==> src/rtl/fifo_pkg.sv <==
// fifo_pkg: shared defaults and parameter legality checks for the flagged sync FIFO
package fifo_pkg;
  localparam int DEF_DSIZE = 8;
  localparam int DEF_ASIZE = 4;
  function automatic bit af_ok(input int t, input int depth);
    return t >= 1 && t <= depth;
  endfunction
  function automatic bit ae_ok(input int t, input int depth);
    return t >= 0 && t < depth;
  endfunction
endpackage

==> src/rtl/sync_fifo_flags_if.sv <==
// sync_fifo_flags_if: data, handshake and status bundle of the flagged sync FIFO
interface sync_fifo_flags_if import fifo_pkg::*; #(
  parameter int DSIZE = DEF_DSIZE,
  parameter int ASIZE = DEF_ASIZE
);
  logic [DSIZE-1:0] wdata, rdata;
  logic winc, rinc, flush, clr_err;
  logic rvalid, wfull, rempty, walmost_full, ralmost_empty, wovf, rudf;
  logic [ASIZE:0] count;
  modport master(
    output wdata, winc, rinc, flush, clr_err,
    input rdata, rvalid, wfull, rempty, walmost_full, ralmost_empty, count, wovf, rudf
  );
  modport slave(
    input wdata, winc, rinc, flush, clr_err,
    output rdata, rvalid, wfull, rempty, walmost_full, ralmost_empty, count, wovf, rudf
  );
endinterface

==> src/rtl/sync_fifo_ram.sv <==
// sync_fifo_ram: one clocked write port, asynchronous read port, no reset on contents
module sync_fifo_ram #(
  parameter int DSIZE = 8,
  parameter int ASIZE = 4
) (
  input  logic             clk,
  input  logic             we,
  input  logic [ASIZE-1:0] waddr,
  input  logic [DSIZE-1:0] wdata,
  input  logic [ASIZE-1:0] raddr,
  output logic [DSIZE-1:0] rdata
);
  logic [DSIZE-1:0] mem [2**ASIZE];
  always_ff @(posedge clk)
    if (we) mem[waddr] <= wdata;
  assign rdata = mem[raddr];
endmodule

==> src/rtl/sync_fifo_flags.sv <==
// sync_fifo_flags: single-clock FIFO with count-decoded flags, sticky errors, flush and optional FWFT
module sync_fifo_flags import fifo_pkg::*; #(
  parameter int DSIZE     = DEF_DSIZE,
  parameter int ASIZE     = DEF_ASIZE,
  parameter int FWFT      = 0,
  parameter int AF_THRESH = (2**ASIZE) - 2,
  parameter int AE_THRESH = 2
) (
  input logic clk,
  input logic rst_n,
  sync_fifo_flags_if.slave f
);
  localparam int DEPTH = 2**ASIZE;
  localparam logic [ASIZE:0] FULL = (ASIZE+1)'(DEPTH);
  localparam logic [ASIZE:0] AF = (ASIZE+1)'(AF_THRESH);
  localparam logic [ASIZE:0] AE = (ASIZE+1)'(AE_THRESH);
  if (!af_ok(AF_THRESH, DEPTH) || !ae_ok(AE_THRESH, DEPTH)) begin : g_bad_thresh
    $error("sync_fifo_flags: AF_THRESH or AE_THRESH out of range");
  end
  logic [ASIZE-1:0] waddr, raddr;
  logic [ASIZE:0] count;
  logic [DSIZE-1:0] rd, rdata_q;
  logic rvalid_q, wovf, rudf, wfull, rempty, we, re;
  assign wfull  = count == FULL;
  assign rempty = count == '0;
  assign we = f.winc && !wfull && !f.flush;
  assign re = f.rinc && !rempty && !f.flush;
  sync_fifo_ram #(.DSIZE(DSIZE), .ASIZE(ASIZE)) u_ram (
    .clk(clk), .we(we), .waddr(waddr), .wdata(f.wdata), .raddr(raddr), .rdata(rd)
  );
  always_ff @(posedge clk or negedge rst_n)
    if (!rst_n) begin
      waddr    <= '0;
      raddr    <= '0;
      count    <= '0;
      rdata_q  <= '0;
      rvalid_q <= 1'b0;
      wovf     <= 1'b0;
      rudf     <= 1'b0;
    end else begin
      waddr    <= f.flush ? '0 : waddr + ASIZE'(we);
      raddr    <= f.flush ? '0 : raddr + ASIZE'(re);
      count    <= f.flush ? '0 : count + (ASIZE+1)'(we) - (ASIZE+1)'(re);
      rdata_q  <= re ? rd : rdata_q;
      rvalid_q <= re;
      wovf     <= (f.winc && wfull && !f.flush) || (wovf && !f.clr_err);
      rudf     <= (f.rinc && rempty && !f.flush) || (rudf && !f.clr_err);
    end
  assign f.rdata         = FWFT != 0 ? rd : rdata_q;
  assign f.rvalid        = FWFT != 0 ? !rempty : rvalid_q;
  assign f.wfull         = wfull;
  assign f.rempty        = rempty;
  assign f.walmost_full  = count >= AF;
  assign f.ralmost_empty = count <= AE;
  assign f.count         = count;
  assign f.wovf          = wovf;
  assign f.rudf          = rudf;
endmodule

==> src/flat_wrapper.sv <==
// flat-port wrapper written by rule: the top's interface ports become plain ports
module sync_fifo_flags_flat import fifo_pkg::*;
#(
  parameter int DSIZE     = DEF_DSIZE,
  parameter int ASIZE     = DEF_ASIZE,
  parameter int FWFT      = 0,
  parameter int AF_THRESH = (2**ASIZE) - 2,
  parameter int AE_THRESH = 2
)
  (clk, rst_n, f_wdata, f_winc, f_rinc, f_flush, f_clr_err, f_rdata, f_rvalid, f_wfull, f_rempty, f_walmost_full, f_ralmost_empty, f_count, f_wovf, f_rudf);
  sync_fifo_flags_if #(.DSIZE(DSIZE), .ASIZE(ASIZE)) f_i ();
  input logic clk;
  input logic rst_n;
  input wire logic [$bits(f_i.wdata)-1:0] f_wdata;
  input wire logic [$bits(f_i.winc)-1:0] f_winc;
  input wire logic [$bits(f_i.rinc)-1:0] f_rinc;
  input wire logic [$bits(f_i.flush)-1:0] f_flush;
  input wire logic [$bits(f_i.clr_err)-1:0] f_clr_err;
  output wire logic [$bits(f_i.rdata)-1:0] f_rdata;
  output wire logic [$bits(f_i.rvalid)-1:0] f_rvalid;
  output wire logic [$bits(f_i.wfull)-1:0] f_wfull;
  output wire logic [$bits(f_i.rempty)-1:0] f_rempty;
  output wire logic [$bits(f_i.walmost_full)-1:0] f_walmost_full;
  output wire logic [$bits(f_i.ralmost_empty)-1:0] f_ralmost_empty;
  output wire logic [$bits(f_i.count)-1:0] f_count;
  output wire logic [$bits(f_i.wovf)-1:0] f_wovf;
  output wire logic [$bits(f_i.rudf)-1:0] f_rudf;
  assign f_i.wdata = f_wdata;
  assign f_i.winc = f_winc;
  assign f_i.rinc = f_rinc;
  assign f_i.flush = f_flush;
  assign f_i.clr_err = f_clr_err;
  assign f_rdata = f_i.rdata;
  assign f_rvalid = f_i.rvalid;
  assign f_wfull = f_i.wfull;
  assign f_rempty = f_i.rempty;
  assign f_walmost_full = f_i.walmost_full;
  assign f_ralmost_empty = f_i.ralmost_empty;
  assign f_count = f_i.count;
  assign f_wovf = f_i.wovf;
  assign f_rudf = f_i.rudf;
  sync_fifo_flags #(.DSIZE(DSIZE), .ASIZE(ASIZE), .FWFT(FWFT), .AF_THRESH(AF_THRESH), .AE_THRESH(AE_THRESH)) u_core (.clk(clk), .rst_n(rst_n), .f(f_i));
endmodule
==> config.mk <==
export PLATFORM = sky130hd
export DESIGN_NAME = sync_fifo_flags_flat
export DESIGN_NICKNAME = d
export VERILOG_FILES = /design/src/rtl/fifo_pkg.sv /design/src/rtl/sync_fifo_flags_if.sv /design/src/rtl/sync_fifo_ram.sv /design/src/rtl/sync_fifo_flags.sv /design/src/flat_wrapper.sv
export SDC_FILE = /design/constraint.sdc
export NUM_CORES = 1
export LEC_CHECK = 0
export ABC_CLOCK_PERIOD_IN_PS = 3200
export CAP_MARGIN = 30
export CORE_ASPECT_RATIO = 1.1
export CORE_UTILIZATION = 62
export CTS_BUF_LIST = sky130_fd_sc_hd__clkbuf_2 sky130_fd_sc_hd__clkbuf_4 sky130_fd_sc_hd__clkbuf_8
export CTS_CLUSTER_DIAMETER = 50
export DETAILED_ROUTE_END_ITERATION = 12
export PLACE_DENSITY = 0.82
export SLEW_MARGIN = 20
export SYNTH_ARGS = -nofsm -noshare
export SYNTH_HDL_FRONTEND = slang
export SYNTH_SLANG_ARGS = --single-unit
==> constraint.sdc <==
create_clock -name clk -period 3.2 [get_ports clk]
set_clock_uncertainty 0.1 [all_clocks]
set_input_delay 0.48 -clock clk [delete_from_list [all_inputs] [get_ports clk]]
set_output_delay 0.48 -clock clk [all_outputs]
set_load 0.02 [all_outputs]
==> metrics.md <==
| Metric | Value |
|---|---|
| Status | complete, no violations |
| Clk sinks | 152 |
| Die height | roughly 110 um |
| Endpoints failing setup | 0 |
| Post-Syn Area | ~6200 um^2 |
| Tmin final | ~2.8 ns |
| Crit Path Max Fanout | 6 |
| YS warnings | 0 |
| Sequential share of power | between 50% and 60% |
| First-pass GRT wire length | between 15000 and 20000 um |
| Sequential area share after synthesis | a little under three quarters |
| Initial antenna violation count | 0 |
| Tot GR Track Use | approximately 26% |
| DRT Pass-1 Iters | 5 |
| Root buf cell | clkbuf_8 |
| Max Cap Viol | 0 |
| Final Util | around 75% |
| Avg WL per Cell | 22.1 um |
| Share of total power in the clock network | approximately 28% |
| Combinational Power Share | between 20% and 30% |
| Maximum clock path buffer count | 2 |
| Leakage power | 0.00244 uW |
| Drt first-iter violations | approximately 260 |
| RSZ-0062 raised after global routing | no |
| Arrival @ worst endpoint | 2.20 ns |
| Switch share | 28.5% |
| Setup TNS | 0 ns |
| Placed Instances | 520 |
| Worst Setup Path Type | register to output port |
| Final std cells w/o fill | 552 |
| Crit share post-route | 86.8% |
| Total setup buffers inserted after CTS | 0 |
| DRC violations left | 0 |
| TritonCTS Buffers | 17 |
| Number of synthesized register bits | approximately 150 |
| Layout cells sized above 1 | between 15 and 20% |
| PD cells | between 600 and 700 nW/um^2 |
| CTS tree | built |
| Slew HR | roughly 51% |
| Clk_lat worst skew | about 0.44 ns |
| Diode count | 0 |
| Worst setup margin | ~0.42 ns |
| Cell Int Power | around 3300 uW |
| Switching power | between 1000 and 1500 uW |
| Fin. Hold Viols | 0 |
| Die extent in x | 97.3 um |
| Worst setup SP type | register |
| Die area | 10400 um^2 |
| Slew @ Worst Pin | 0.736 ns |
| Io pins | 34 |
| Routed wire length | between 10000 and 15000 um |
| Vias in the first global route | between 3000 and 4000 |
| CTS resizes | 0 |
| Crit end category | output port |
| Core Region | 9540 um^2 |
| Place WS | about 0.45 ns |
| Initial Util | around two thirds |
| # rows | 37 |
| Net count, final | 450 |
| Fill cells | 570 |
| Syn Area/Cell | between 15 and 20 um^2 |
| Peak supply drop | roughly 0.00043 V |
| H-tree Lvls | 4 |
| Crit-path cells | inv_1, ha_1, nor4b_4, buf_4, clkdlybuf4s50_1 |
| CTS Hold Bufs | 0 |
| Largest net degree at the start of global routing | 27 |
| IO Port Bufs | 33 |
| Synthesis-to-finish area growth | 15.1% |
| Post-synth cell types | 34 |
| Via density | 6.17 |
| Final ANT Viol Nets | 0 |
| Clock slew at reported path FFs | around 0.080 ns |
| DP HPWL | roughly 8000 um |
| RD Place Congestion | a little under 0.8 |
| Post-Syn Instances | ~360 |
| Synth Net Count | 392 |
| Total congestion overflow | 0 |
| Largest stage delay, worst path | 0.61 ns |
| Req. time, crit path | between 2 and 3 ns |
| Slowest cell on crit path | clkdlybuf4s50_1 |
| Via count | ~3400 |
| Max Freq | approximately 0.36 GHz |
| Fin. max-slew vios | 0 |
| Min-Delay Path Class | input port to asynchronous set/reset pin |
final cells by class:
class	instances	area [um^2]	share of cell area, %
Tap cell	117	146	2.05
Clock inverter	15	126	1.77
Sequential cell	152	4450	62.4
Multi-Input combinational cell	183	1620	22.7
Inverter	13	48.8	0.685
Clock buffer	17	234	3.28
Timing Repair Buffer	55	508	7.13
cell families after synthesis:
| kind of cell | share of synthesized area [%] |
|---|---|
| AOI/OAI and AO/OA | 3.64 |
| xor gates and xnor gates | 0.990 |
| adders and majority gates | 2.95 |
| buffers and inverters | 2.12 |
| DFF | 71.8 |
| muxes | 11.0 |
| and+or+nand+nor | 7.54 |
critical path: cells and delay by family (launching register included):
family	cells	cell delay, ns
buffers and inverters	3	0.92
flip-flops	1	0.41
adder cells (fa/ha/maj)	1	0.21
AND/OR/NAND/NOR	1	0.21
per-layer routing:
layer / track usage, % / up-vias / part of all wire, %
met1: 33.5 / 1719 / 40
met3: 6.26 / 26 / 6.6
met5: 0 / - / 0
li1: - / 1508 / -
met4: 8.61 / 0 / 2.0
met2: 43.4 / 154 / 51
registers in the layout, summed over array words and instances (netlist names):
name and cells:
u_core.u_ram.mem 128, u_core.f.count 5, u_core.f.wovf 1, u_core.waddr 4, u_core.f.rdata 8, u_core.raddr 4, u_core.f.rudf 1, u_core.f.rvalid 1
power by group through the flow:
stage | Sequential, uW | Clock (uW) | Combinational, uW
floorplan | 2460 | 0 | 538
global placement | 2380 | 0 | 990
detailed placement | 2380 | 0 | 1030
CTS | 2340 | 1330 | 1030
global route | 2350 | 1420 | 1120
finish | 2340 | 1320 | 1020
placed cells by master (no fill, tap or decap), types with 2 or more instances in the layout:
master / count
a21oi_1: 2
clkinv_4: 2
nor3_2: 3
nand2b_1: 4
clkbuf_8: 17
clkinvlp_4: 3
nor2_1: 21
xor2_1: 2
a22oi_1: 24
buf_4: 21
xnor2_1: 5
clkinv_1: 3
nor4b_4: 2
nor2b_1: 7
ha_1: 13
mux2i_1: 32
mux4_2: 16
o21bai_1: 2
clkdlybuf4s50_1: 33
edfxtp_1: 128
inv_2: 2
clkinv_2: 2
inv_1: 11
nand3b_1: 3
nand2_1: 15
dfrtp_1: 23
inv_6: 4
nor3_1: 3
nand3_1: 19
per-stage QoR:
stage	area (um^2)	hold WS, ns	power (uW)
finish	7130	0.295	4680
global route	7130	0.322	4890
CTS	7130	0.299	4700
detailed placement	6770	0.375	3410
global placement	6770	0.366	3370
floorplan	6190	0.0844	2990
synth_stat cells:
cell      number  share of area [%]
edfxtp_1     128                 62
nand2_1       15               0.91
or4_4          1               0.18
o21ai_0        1              0.081
nand3b_1       3               0.36
o41ai_1        1               0.14
a21oi_1        2               0.16
mux2i_1       32                5.2
fa_1           1               0.32
nor3_2         3               0.48
or2_1          1               0.10
inv_1         11               0.67
or3_1          1               0.10
ha_1          13                2.6
nor4b_4        2               0.77
nand3_1       19                1.5
dfrtp_1       24                9.7
buf_4          4               0.48
and2_1         1               0.10
buf_2          6               0.48
nand2b_1       4               0.40
o21bai_1       2               0.24
mux4_2        16                5.8
nor2b_1        7               0.71
and4bb_4       1               0.26
a22oi_1       24                2.9
nor2_1        21                1.3
xnor2_1        5               0.71
o22ai_1        1               0.10
nor3_1         3               0.24
clkbuf_1       6               0.36
nor2_2         1               0.10
inv_2          2               0.12
xor2_1         2               0.28
path summary, 6_finish.rpt:
path	cells past startpoint	startpoint	slack (ns)	to
setup / recovery	5	u_core.f.count[2]	0.42	f_rempty
hold / removal	2	rst_n	0.30	u_core.f.count[1]
setup reg to reg	12	u_core.f.count[2]	0.61	u_core.f.count[4]
hold reg to reg	2	u_core.f.rdata[7]	0.39	u_core.f.rdata[7]
max in group asynchronous	2	rst_n	2.44	u_core.raddr[1]
min in group clk	2	u_core.f.rdata[7]	0.39	u_core.f.rdata[7]
No activity file was read; power rests on OpenSTA's default activity.
